<file path="config.mk">
export PLATFORM = sky130hd
export DESIGN_NAME = hazard_stall_ctrl_flat
export DESIGN_NICKNAME = d
export VERILOG_FILES = /design/src/rtl/hazard_stall_ctrl_pkg.sv /design/src/rtl/hazard_stall_ctrl_if.sv /design/src/rtl/hazard_stall_ctrl_md_busy_counter.sv /design/src/rtl/hazard_stall_ctrl.sv /design/src/flat_wrapper.sv
export SDC_FILE = /design/constraint.sdc
export NUM_CORES = 1
export LEC_CHECK = 0
export ABC_AREA = 1
export CORE_ASPECT_RATIO = 0.7
export CORE_MARGIN = 5
export CORE_UTILIZATION = 54
export CTS_CLUSTER_SIZE = 25
export DETAILED_ROUTE_END_ITERATION = 6
export PLACE_DENSITY = 0.87
export REMOVE_ABC_BUFFERS = 1
export SETUP_SLACK_MARGIN = 0.1
export SLEW_MARGIN = 20
export SYNTH_ARGS = -nofsm -noshare
export SYNTH_HDL_FRONTEND = slang
export SYNTH_SLANG_ARGS = --single-unit
</file>
<file path="constraint.sdc">
create_clock -name clk -period 4.5 [get_ports clk]
set_input_delay 0.675 -clock clk [delete_from_list [all_inputs] [get_ports clk]]
set_output_delay 0.675 -clock clk [all_outputs]
set_load 0.03 [all_outputs]
</file>
<file path="src/rtl/hazard_stall_ctrl_pkg.sv">
// Shared pipeline constants for the five-stage MIPS core: Tuse/Tnew encodings,
// mult/div latencies and the hard-wired zero register.
package mips_pipe_pkg;

    localparam logic [1:0] TUSE_D = 2'd0;
    localparam logic [1:0] TUSE_E = 2'd1;
    localparam logic [1:0] TUSE_M = 2'd2;

    localparam int MULT_CYCLES_DEF = 5;
    localparam int DIV_CYCLES_DEF  = 10;

    localparam logic [4:0] REG_ZERO = 5'd0;

    typedef enum logic {
        MD_IDLE = 1'b0,
        MD_BUSY = 1'b1
    } md_state_e;

endpackage

</file>
<file path="src/rtl/hazard_stall_ctrl_if.sv">
// Hazard-unit bundle: D/E/M register fields in, freeze/flush controls and
// statistics out. The pipeline (or a bench) is master, the hazard unit slave.
interface hazard_stall_ctrl_if #(
    parameter int CNT_W = 32
);
    logic [4:0]       d_rs;
    logic [4:0]       d_rt;
    logic             d_use_rs;
    logic             d_use_rt;
    logic [1:0]       d_tuse_rs;
    logic [1:0]       d_tuse_rt;
    logic             d_is_md;
    logic [4:0]       e_wa;
    logic [1:0]       e_tnew;
    logic [4:0]       m_wa;
    logic [1:0]       m_tnew;
    logic             e_md_start;
    logic             e_md_div;
    logic             pc_freeze;
    logic             fd_freeze;
    logic             de_flush;
    logic             md_busy;
    logic [CNT_W-1:0] stall_cnt;

    modport master (
        output d_rs, d_rt, d_use_rs, d_use_rt, d_tuse_rs, d_tuse_rt, d_is_md,
               e_wa, e_tnew, m_wa, m_tnew, e_md_start, e_md_div,
        input  pc_freeze, fd_freeze, de_flush, md_busy, stall_cnt
    );

    modport slave (
        input  d_rs, d_rt, d_use_rs, d_use_rt, d_tuse_rs, d_tuse_rt, d_is_md,
               e_wa, e_tnew, m_wa, m_tnew, e_md_start, e_md_div,
        output pc_freeze, fd_freeze, de_flush, md_busy, stall_cnt
    );

endinterface

</file>
<file path="src/rtl/hazard_stall_ctrl_md_busy_counter.sv">
// Mult/div busy tracker: loads the unit latency on a start from idle and
// counts down to zero; md_busy is high while the count is non-zero.
module md_busy_counter
    import mips_pipe_pkg::*;
#(
    parameter int MULT_CYCLES = MULT_CYCLES_DEF,
    parameter int DIV_CYCLES  = DIV_CYCLES_DEF
) (
    input  logic clk,
    input  logic reset,
    input  logic start,
    input  logic is_div,
    output logic md_busy
);

    localparam int MAX_CYCLES = (DIV_CYCLES > MULT_CYCLES) ? DIV_CYCLES : MULT_CYCLES;
    localparam int CW         = $clog2(MAX_CYCLES + 1);

    localparam logic [CW-1:0] MULT_LOAD = CW'(MULT_CYCLES);
    localparam logic [CW-1:0] DIV_LOAD  = CW'(DIV_CYCLES);
    localparam logic [CW-1:0] CNT_ZERO  = {CW{1'b0}};
    localparam logic [CW-1:0] CNT_ONE   = {{(CW-1){1'b0}}, 1'b1};

    md_state_e     state_r;
    md_state_e     state_nxt_s;
    logic [CW-1:0] count_r;
    logic [CW-1:0] count_nxt_s;
    logic [CW-1:0] load_s;
    logic          busy_r;

    // Next-state: load on a start from idle, ignore starts while counting down
    always_comb begin
        state_nxt_s = state_r;
        count_nxt_s = count_r;
        load_s      = MULT_LOAD;
        if (is_div) begin
            load_s = DIV_LOAD;
        end else begin
            load_s = MULT_LOAD;
        end
        case (state_r)
            MD_IDLE: begin
                if (start && (load_s != CNT_ZERO)) begin
                    count_nxt_s = load_s;
                    state_nxt_s = MD_BUSY;
                end else begin
                    count_nxt_s = CNT_ZERO;
                    state_nxt_s = MD_IDLE;
                end
            end
            MD_BUSY: begin
                count_nxt_s = count_r - CNT_ONE;
                if (count_r == CNT_ONE) begin
                    state_nxt_s = MD_IDLE;
                end else begin
                    state_nxt_s = MD_BUSY;
                end
            end
            default: begin
                count_nxt_s = CNT_ZERO;
                state_nxt_s = MD_IDLE;
            end
        endcase
    end

    // State, count and the registered busy flag; reset abandons any busy period
    always_ff @(posedge clk) begin
        if (reset) begin
            state_r <= MD_IDLE;
            count_r <= CNT_ZERO;
            busy_r  <= 1'b0;
        end else begin
            state_r <= state_nxt_s;
            count_r <= count_nxt_s;
            busy_r  <= (count_nxt_s != CNT_ZERO);
        end
    end

    assign md_busy = busy_r;

endmodule

</file>
<file path="src/rtl/hazard_stall_ctrl.sv">
// Hazard controller: combinational RAW (Tuse/Tnew) and mult/div stall decision
// driving PC/F-D freeze and D/E flush, plus a saturating stall-cycle counter.
module hazard_stall_ctrl
    import mips_pipe_pkg::*;
#(
    parameter int MULT_CYCLES = MULT_CYCLES_DEF,
    parameter int DIV_CYCLES  = DIV_CYCLES_DEF,
    parameter int CNT_W       = 32
) (
    input  logic                clk,
    input  logic                reset,
    hazard_stall_ctrl_if.slave  bus
);

    localparam logic [CNT_W-1:0] CNT_MAX = {CNT_W{1'b1}};
    localparam logic [CNT_W-1:0] CNT_ONE = {{(CNT_W-1){1'b0}}, 1'b1};

    logic             rs_stall_s;
    logic             rt_stall_s;
    logic             md_stall_s;
    logic             stall_s;
    logic             md_busy_s;
    logic [CNT_W-1:0] stall_cnt_r;

    // rs hazard: a younger-needed operand whose producer is not ready yet
    always_comb begin
        rs_stall_s = 1'b0;
        if (bus.d_use_rs && (bus.d_rs != REG_ZERO)) begin
            rs_stall_s = ((bus.e_wa == bus.d_rs) && (bus.d_tuse_rs < bus.e_tnew)) ||
                         ((bus.m_wa == bus.d_rs) && (bus.d_tuse_rs < bus.m_tnew));
        end else begin
            rs_stall_s = 1'b0;
        end
    end

    // rt hazard: same rule as rs
    always_comb begin
        rt_stall_s = 1'b0;
        if (bus.d_use_rt && (bus.d_rt != REG_ZERO)) begin
            rt_stall_s = ((bus.e_wa == bus.d_rt) && (bus.d_tuse_rt < bus.e_tnew)) ||
                         ((bus.m_wa == bus.d_rt) && (bus.d_tuse_rt < bus.m_tnew));
        end else begin
            rt_stall_s = 1'b0;
        end
    end

    md_busy_counter #(
        .MULT_CYCLES (MULT_CYCLES),
        .DIV_CYCLES  (DIV_CYCLES)
    ) u_md_busy (
        .clk     (clk),
        .reset   (reset),
        .start   (bus.e_md_start),
        .is_div  (bus.e_md_div),
        .md_busy (md_busy_s)
    );

    // A starting mult/div in E also blocks a dependent md instruction in D
    assign md_stall_s = bus.d_is_md && (md_busy_s || bus.e_md_start);
    assign stall_s    = rs_stall_s || rt_stall_s || md_stall_s;

    // Stall statistics, saturating at all-ones
    always_ff @(posedge clk) begin
        if (reset) begin
            stall_cnt_r <= {CNT_W{1'b0}};
        end else if (stall_s && (stall_cnt_r != CNT_MAX)) begin
            stall_cnt_r <= stall_cnt_r + CNT_ONE;
        end else begin
            stall_cnt_r <= stall_cnt_r;
        end
    end

    assign bus.pc_freeze = stall_s;
    assign bus.fd_freeze = stall_s;
    assign bus.de_flush  = stall_s;
    assign bus.md_busy   = md_busy_s;
    assign bus.stall_cnt = stall_cnt_r;

endmodule

</file>
<file path="src/flat_wrapper.sv">
// flat-port wrapper written by rule: the top's interface ports become plain ports
module hazard_stall_ctrl_flat import mips_pipe_pkg::*;
#(
    parameter int MULT_CYCLES = MULT_CYCLES_DEF,
    parameter int DIV_CYCLES  = DIV_CYCLES_DEF,
    parameter int CNT_W       = 32
)
  (clk, reset, bus_d_rs, bus_d_rt, bus_d_use_rs, bus_d_use_rt, bus_d_tuse_rs, bus_d_tuse_rt, bus_d_is_md, bus_e_wa, bus_e_tnew, bus_m_wa, bus_m_tnew, bus_e_md_start, bus_e_md_div, bus_pc_freeze, bus_fd_freeze, bus_de_flush, bus_md_busy, bus_stall_cnt);
  hazard_stall_ctrl_if #(.CNT_W(CNT_W)) bus_i ();
  input  logic clk;
  input  logic reset;
  input wire logic [$bits(bus_i.d_rs)-1:0] bus_d_rs;
  input wire logic [$bits(bus_i.d_rt)-1:0] bus_d_rt;
  input wire logic [$bits(bus_i.d_use_rs)-1:0] bus_d_use_rs;
  input wire logic [$bits(bus_i.d_use_rt)-1:0] bus_d_use_rt;
  input wire logic [$bits(bus_i.d_tuse_rs)-1:0] bus_d_tuse_rs;
  input wire logic [$bits(bus_i.d_tuse_rt)-1:0] bus_d_tuse_rt;
  input wire logic [$bits(bus_i.d_is_md)-1:0] bus_d_is_md;
  input wire logic [$bits(bus_i.e_wa)-1:0] bus_e_wa;
  input wire logic [$bits(bus_i.e_tnew)-1:0] bus_e_tnew;
  input wire logic [$bits(bus_i.m_wa)-1:0] bus_m_wa;
  input wire logic [$bits(bus_i.m_tnew)-1:0] bus_m_tnew;
  input wire logic [$bits(bus_i.e_md_start)-1:0] bus_e_md_start;
  input wire logic [$bits(bus_i.e_md_div)-1:0] bus_e_md_div;
  output wire logic [$bits(bus_i.pc_freeze)-1:0] bus_pc_freeze;
  output wire logic [$bits(bus_i.fd_freeze)-1:0] bus_fd_freeze;
  output wire logic [$bits(bus_i.de_flush)-1:0] bus_de_flush;
  output wire logic [$bits(bus_i.md_busy)-1:0] bus_md_busy;
  output wire logic [$bits(bus_i.stall_cnt)-1:0] bus_stall_cnt;
  assign bus_i.d_rs = bus_d_rs;
  assign bus_i.d_rt = bus_d_rt;
  assign bus_i.d_use_rs = bus_d_use_rs;
  assign bus_i.d_use_rt = bus_d_use_rt;
  assign bus_i.d_tuse_rs = bus_d_tuse_rs;
  assign bus_i.d_tuse_rt = bus_d_tuse_rt;
  assign bus_i.d_is_md = bus_d_is_md;
  assign bus_i.e_wa = bus_e_wa;
  assign bus_i.e_tnew = bus_e_tnew;
  assign bus_i.m_wa = bus_m_wa;
  assign bus_i.m_tnew = bus_m_tnew;
  assign bus_i.e_md_start = bus_e_md_start;
  assign bus_i.e_md_div = bus_e_md_div;
  assign bus_pc_freeze = bus_i.pc_freeze;
  assign bus_fd_freeze = bus_i.fd_freeze;
  assign bus_de_flush = bus_i.de_flush;
  assign bus_md_busy = bus_i.md_busy;
  assign bus_stall_cnt = bus_i.stall_cnt;
  hazard_stall_ctrl #(.MULT_CYCLES(MULT_CYCLES), .DIV_CYCLES(DIV_CYCLES), .CNT_W(CNT_W)) u_core (.clk(clk), .reset(reset), .bus(bus_i));
endmodule
</file>
After elaboration in Yosys (flattened, before gate mapping)
Cells that the tools add are included.
{"block": "word_totals", "ff_bits": 38, "input_bits": 35, "output_inout_bits": 36, "elab_cells": 43}
{"block": "classes", "n_addsub": 2, "n_lt_le_gt_ge": 4, "n_eq_ne": 6, "mux": 8, "bitwise": 1, "n_reduce_logical": 18}
{"op": "adder 32 x 1 -> 32 bit, second input constant", "n": 1}
{"op": "inequality test 32 bit, second input constant", "n": 1}
{"op": "equality test 5 bit", "n": 4}
{"op": "nonzero test 5 bit", "n": 2}
{"op": "logical AND 1 bit", "n": 9}
{"op": "less-than comparator 2 bit", "n": 4}
{"op": "2-to-1 mux 4 bit", "n": 2}
{"op": "one-hot mux 4 bit (2 select lines)", "n": 1}
{"op": "nonzero test 4 bit", "n": 2}
{"op": "logical OR 1 bit", "n": 5}
{"op": "equality test 4 x 1 -> 1 bit, second input constant", "n": 1}
{"op": "2-to-1 mux 1 bit", "n": 4}
{"op": "subtractor 4 x 1 -> 4 bit, second input constant", "n": 1}
{"op": "one-hot mux 1 bit (2 select lines)", "n": 1}
{"op": "NOT 1 bit", "n": 1}

Longest topological paths before layout
{"block": "depth", "ltp_word": 7, "depth_mapped": 14, "depth_no_buf": 12}

By module
From an unflattened synthesis, not the netlist that was laid out.
{"block": "unflattened", "cells_unflattened": 494, "area_unflattened_um2": 2891.5}
{"module": "hazard_stall_ctrl", "instances": 1, "cells_per_inst": 448, "area_each_um2": 2578.7, "seq_area_each_um2": 640.6}
{"module": "md_busy_counter", "instances": 1, "cells_per_inst": 46, "area_each_um2": 312.8, "seq_area_each_um2": 120.1}

Worst setup path after synthesis
Ideal clock, no wire load.
{"block": "synth_timing", "kind": "input to output", "startpoint": "input port bus_m_tnew[1]", "endpoint": "output port bus_fd_freeze", "arrival_ps": 1929, "required_ps": 3825, "setup_slack_ps": 1896, "stages": 12, "path_buffers": 3, "cell_sequence": "inv_1 > ha_1 > o21ai_0 > nand2_1 > nor2_1 > nand2_1 > nand2_1 > nand2_1 > nand3_1 > buf_4 > buf_4 > buf_4"}
{"block": "synth_between", "elab_chain_len": 6, "elab_cells_between_ends": 10, "cone_classes": "order compare: 2; mux: 2; reduce/logical: 6"}
{"element": "start: declaration", "line_no": "flat_wrapper.sv:22", "source": "input wire logic [$bits(bus_i.m_tnew)-1:0] bus_m_tnew;"}
{"element": "less-than comparator 2 bit, on equally long branches", "line_no": "hazard_stall_ctrl.sv:30, hazard_stall_ctrl.sv:41"}
{"element": "logical AND 1 bit, on equally long branches", "line_no": "hazard_stall_ctrl.sv:30, hazard_stall_ctrl.sv:41"}
{"element": "logical OR 1 bit, on equally long branches", "line_no": "hazard_stall_ctrl.sv:29, hazard_stall_ctrl.sv:40"}
{"element": "2-to-1 mux 1 bit, on equally long branches", "line_no": "hazard_stall_ctrl.sv:28, hazard_stall_ctrl.sv:39"}
{"element": "logical OR 1 bit * (2 in a row)", "line_no": "hazard_stall_ctrl.sv:60", "source": "assign stall_s = rs_stall_s || rt_stall_s || md_stall_s;"}
{"element": "end: declaration", "line_no": "flat_wrapper.sv:26", "source": "output wire logic [$bits(bus_i.fd_freeze)-1:0] bus_fd_freeze;"}
Mark *: on every way between the ends. The rest lies on a longest branch, timed or not.

Worst setup path in the final report
{"block": "layout_timing", "startpoint": "input port bus_m_tnew[1]", "endpoint": "output port bus_pc_freeze"}
{"block": "layout_between", "elab_chain_len": 6, "elab_cells_between_ends": 10, "cone_classes": "order compare: 2; mux: 2; reduce/logical: 6"}
{"element": "less-than comparator 2 bit, on equally long branches", "line_no": "hazard_stall_ctrl.sv:30, hazard_stall_ctrl.sv:41"}
{"element": "logical AND 1 bit, on equally long branches", "line_no": "hazard_stall_ctrl.sv:30, hazard_stall_ctrl.sv:41"}
{"element": "logical OR 1 bit, on equally long branches", "line_no": "hazard_stall_ctrl.sv:29, hazard_stall_ctrl.sv:40"}
{"element": "2-to-1 mux 1 bit, on equally long branches", "line_no": "hazard_stall_ctrl.sv:28, hazard_stall_ctrl.sv:39"}
{"element": "logical OR 1 bit * (2 in a row)", "line_no": "hazard_stall_ctrl.sv:60"}
{"element": "end: declaration", "line_no": "flat_wrapper.sv:25", "source": "output wire logic [$bits(bus_i.pc_freeze)-1:0] bus_pc_freeze;"}
Marks and branches as above.

==> impl_results.md <==
- Type of origin of the critical path: primary input
- Peak VDD IR: 0.165 mV
- Top-area cell type share of the netlist area: 27.2%
- Initial antenna violation count: 0
- CP delay by family, top: buffers and inverters
- Fin nets: 566
- Max stage delay on crit path: 0.72 ns
- Final HPWL DP: 6050 um
- Critical path capture point type: primary output
- RR Startpoint: u_core.bus.stall_cnt[0]$_SDFFE_PP0P_
- Post-route DRC: 0
- Yosys warns: 0
- Area grow syn2layout: 29.2%
- Clock skew: 0.00936 ns
- Worst-path fanout max: 8
- Yosys cell types: 31
- CTS tree: yes
- Post-synth top area cell: dfxtp_1
- Stages on worst setup path: 11
- Critical Path Sink: bus_pc_freeze
- Via count: 3139
- Die area: 6740 sq um
- Actual slew at the worst max-slew pin: 1.01 ns
- Fin crit period: 3.51 ns
- Seq/Total Area, Yosys: 27.2%
- R2R Path End: u_core.bus.stall_cnt[10]$_SDFFE_PP0P_
- Fill count: 434
- DR iter-0 viols: 256
- EDFF count, synth: 0
- H-tree lvl count: 2
- Worst Path Buf+Inv: 3
- PwrDens: 224 nW/um^2
- Setup_tns: 0 ns
- First-pass GRT wire length: 12900 um
- Critical path arrival: 2.84 ns
- RSZ-0062 raised after global routing: false
- FMAX: 285 MHz
- Routability cong.: 0.931
- MaxCap Viol Count: 0
- Die width: 96.0 um
- CP Data Required Time: 3.83 ns
- Cell Area, Synth: 2800 sq um
- Clock transition at the registers of the reported paths: 0.07 ns
- Input/output buffers: 70
- Top post-synthesis cells by count: 124 x nand2_1, 67 x nor2_1, 61 x inv_1
- R2R Setup Slk: 2.48 ns
- FF+latch count, synth: 38
- Max clock buf depth: 2
- Average size of a mapped cell: 6.10 sq um
- DR pass1 iterations: 5
- Gr usage total: 23.6%
- CTS resizes: 0
- Post-synthesis cell count: 459
- Post-synth top flop: dfxtp_1
- Met1 WL: 3510 um
- Slowest CP cell: clkdlybuf4s50_1
- Max-slew violation count: 0
- Fraction of registers with async set/reset: 0%
- Final antenna-violating net count: 0
- Worst-Skew Late Latency: 0.30 ns
- CP Cell Sequence: clkdlybuf4s50_1, inv_1, ha_1, a21oi_1, nand2_1, nor2_1, nand2_1, nand2_1, nand2_1, nand3_2, clkdlybuf4s50_1
- CTS root buffer: clkbuf_8
- Final Cell Area: 3620 sq um
- Leak Pwr: 1.68 nW
- Metal2 WL: 3620 um
- Crit path kind: in -> out
- Vias in the first global route: 2849
- Hold WC Path Type: reg -> reg
- Top sig layer: met4
- Share of layout cells above drive strength 1: 8.02%
- Core area: 4890 sq um
- Max-Slew Margin vs Limit: 32.5%
- Most common cell on crit path: nand2_1
- WL/cell: 13.2 um
- Placed inst area: 3500 sq um
- Vias per cell: 5.29
- Site row count: 21
- Metal3 WL: 623 um
- WHS Path Cells: 2
- FF-to-FF path depth: 10
- Initial core utilization: 57.2%
- Status: completed
- Period utilization: 78.0%
- Die Height: 70.2 um
- GR Overflow Total: 0
- Total CTS buffers: 5
- Total Power: 0.810 mW
- Number of clock sinks: 38
- # IOs: 71
- Largest net degree at the start of global routing: 61
- Post-CTS setup buffer count: 0
- Final setup fails: 0
- Count leader, synth: nand2_1
- Crit path from: bus_m_tnew[1]
- Hold_buf cts: 0
- Antenna cells: 0
- Total Wirelength: 7850 um
- Ranking of synthesized cells by area: dfxtp_1 27%, nand2_1 17%, nor2_1 9.0%
- Hold Vio Cnt, Final: 0
==> worst min-delay path: stages, from the launching register on <==
cell and delay, ns:
dfxtp_1 0.34, nand2_1 0.07, a21oi_1 0.05
==> cells in the final DEF (no fill, tap or decap) <==
cell type and n:
buf_4 1, nor2_8 1, clkdlybuf4s50_1 70, nor4_1 1, nand3_1 48, xor2_1 5, nand3_2 6, nand2_4 4
nand2_2 4, ha_1 7, nor3b_1 1, nand3_4 2, o21ai_0 6, inv_1 61, nor2_2 6, nand2_1 124
nand4_2 1, xnor2_1 1, and2_1 1, nor3_1 3, nor2_1 67, clkbuf_8 6, and3_1 1, inv_2 7
bufinv_16 1, a41oi_1 1, nor2_4 3, nor2b_1 1, dfxtp_1 38, a21oi_1 38, o22ai_1 1, nand4_1 7
==> per-layer routing <==
layer | GRT usage (%) | up-vias
met4 | 5.99 | 0
met5 | 0 | -
met1 | 33.1 | 1415
met2 | 36.1 | 137
met3 | 5.58 | 12
li1 | - | 1575
==> sequential cells by signal, summed over array words and instances (netlist names) <==
register and count:
u_core.u_md_busy.state_r 1, u_core.u_md_busy.count_r 4, u_core.u_md_busy.md_busy 1, u_core.bus.stall_cnt 32
==> worst min-delay path by stage <==
stage                                         from                                   to
6_report       u_core.u_md_busy.state_r$_SDFF_PP0_  u_core.u_md_busy.state_r$_SDFF_PP0_
5_1_grt        u_core.u_md_busy.state_r$_SDFF_PP0_  u_core.u_md_busy.state_r$_SDFF_PP0_
4_1_cts        u_core.u_md_busy.state_r$_SDFF_PP0_  u_core.u_md_busy.state_r$_SDFF_PP0_
3_5_place_dp   u_core.u_md_busy.state_r$_SDFF_PP0_  u_core.u_md_busy.state_r$_SDFF_PP0_
3_3_place_gp   u_core.u_md_busy.state_r$_SDFF_PP0_  u_core.u_md_busy.state_r$_SDFF_PP0_
2_1_floorplan  u_core.u_md_busy.state_r$_SDFF_PP0_  u_core.u_md_busy.state_r$_SDFF_PP0_
==> kinds of logic (layout without fill, tap and decap cells) <==
group | Yosys count | in the layout | share of synthesized area (%)
xor+xnor | 6 | 6 | 1.88
compound gates | 46 | 46 | 8.41
flops | 38 | 38 | 27.2
fa+ha+maj | 7 | 7 | 3.13
simple gates | 281 | 281 | 46.9
buf+inv | 81 | 146 | 12.5
==> stage by stage <==
| step | cells | util (%) | hold slack [ns] | setup WS, ns |
|---|---|---|---|---|
| floorplan | 446 | - | 0.459 | 0.738 |
| global placement | 586 | 71.7 | 0.487 | 1.14 |
| detailed placement | 586 | 71.7 | 0.488 | 1.04 |
| CTS | 593 | 74.0 | 0.500 | 1.04 |
| global route | 593 | 74.0 | 0.524 | 0.930 |
| finish | 593 | 74.0 | 0.503 | 0.989 |
==> layout make-up <==
cell class / count / area (sq um) / area share (%)
Sequential cell: 38 / 761 / 21.0
Multi-Input combinational cell: 340 / 1690 / 46.8
Inverter: 68 / 255 / 7.06
Clock buffer: 6 / 82.6 / 2.28
Tap cell: 69 / 86.3 / 2.39
Timing Repair Buffer: 71 / 708 / 19.6
Clock inverter: 1 / 30.0 / 0.830
==> report_power, final <==
group          switching (mW)  total [mW]  internal [mW]
sequential            0.00681       0.350          0.343
combinational          0.0906       0.159         0.0681
clock                   0.123       0.301          0.177
total                   0.221       0.810          0.589
(Power assumes the default switching activity.)
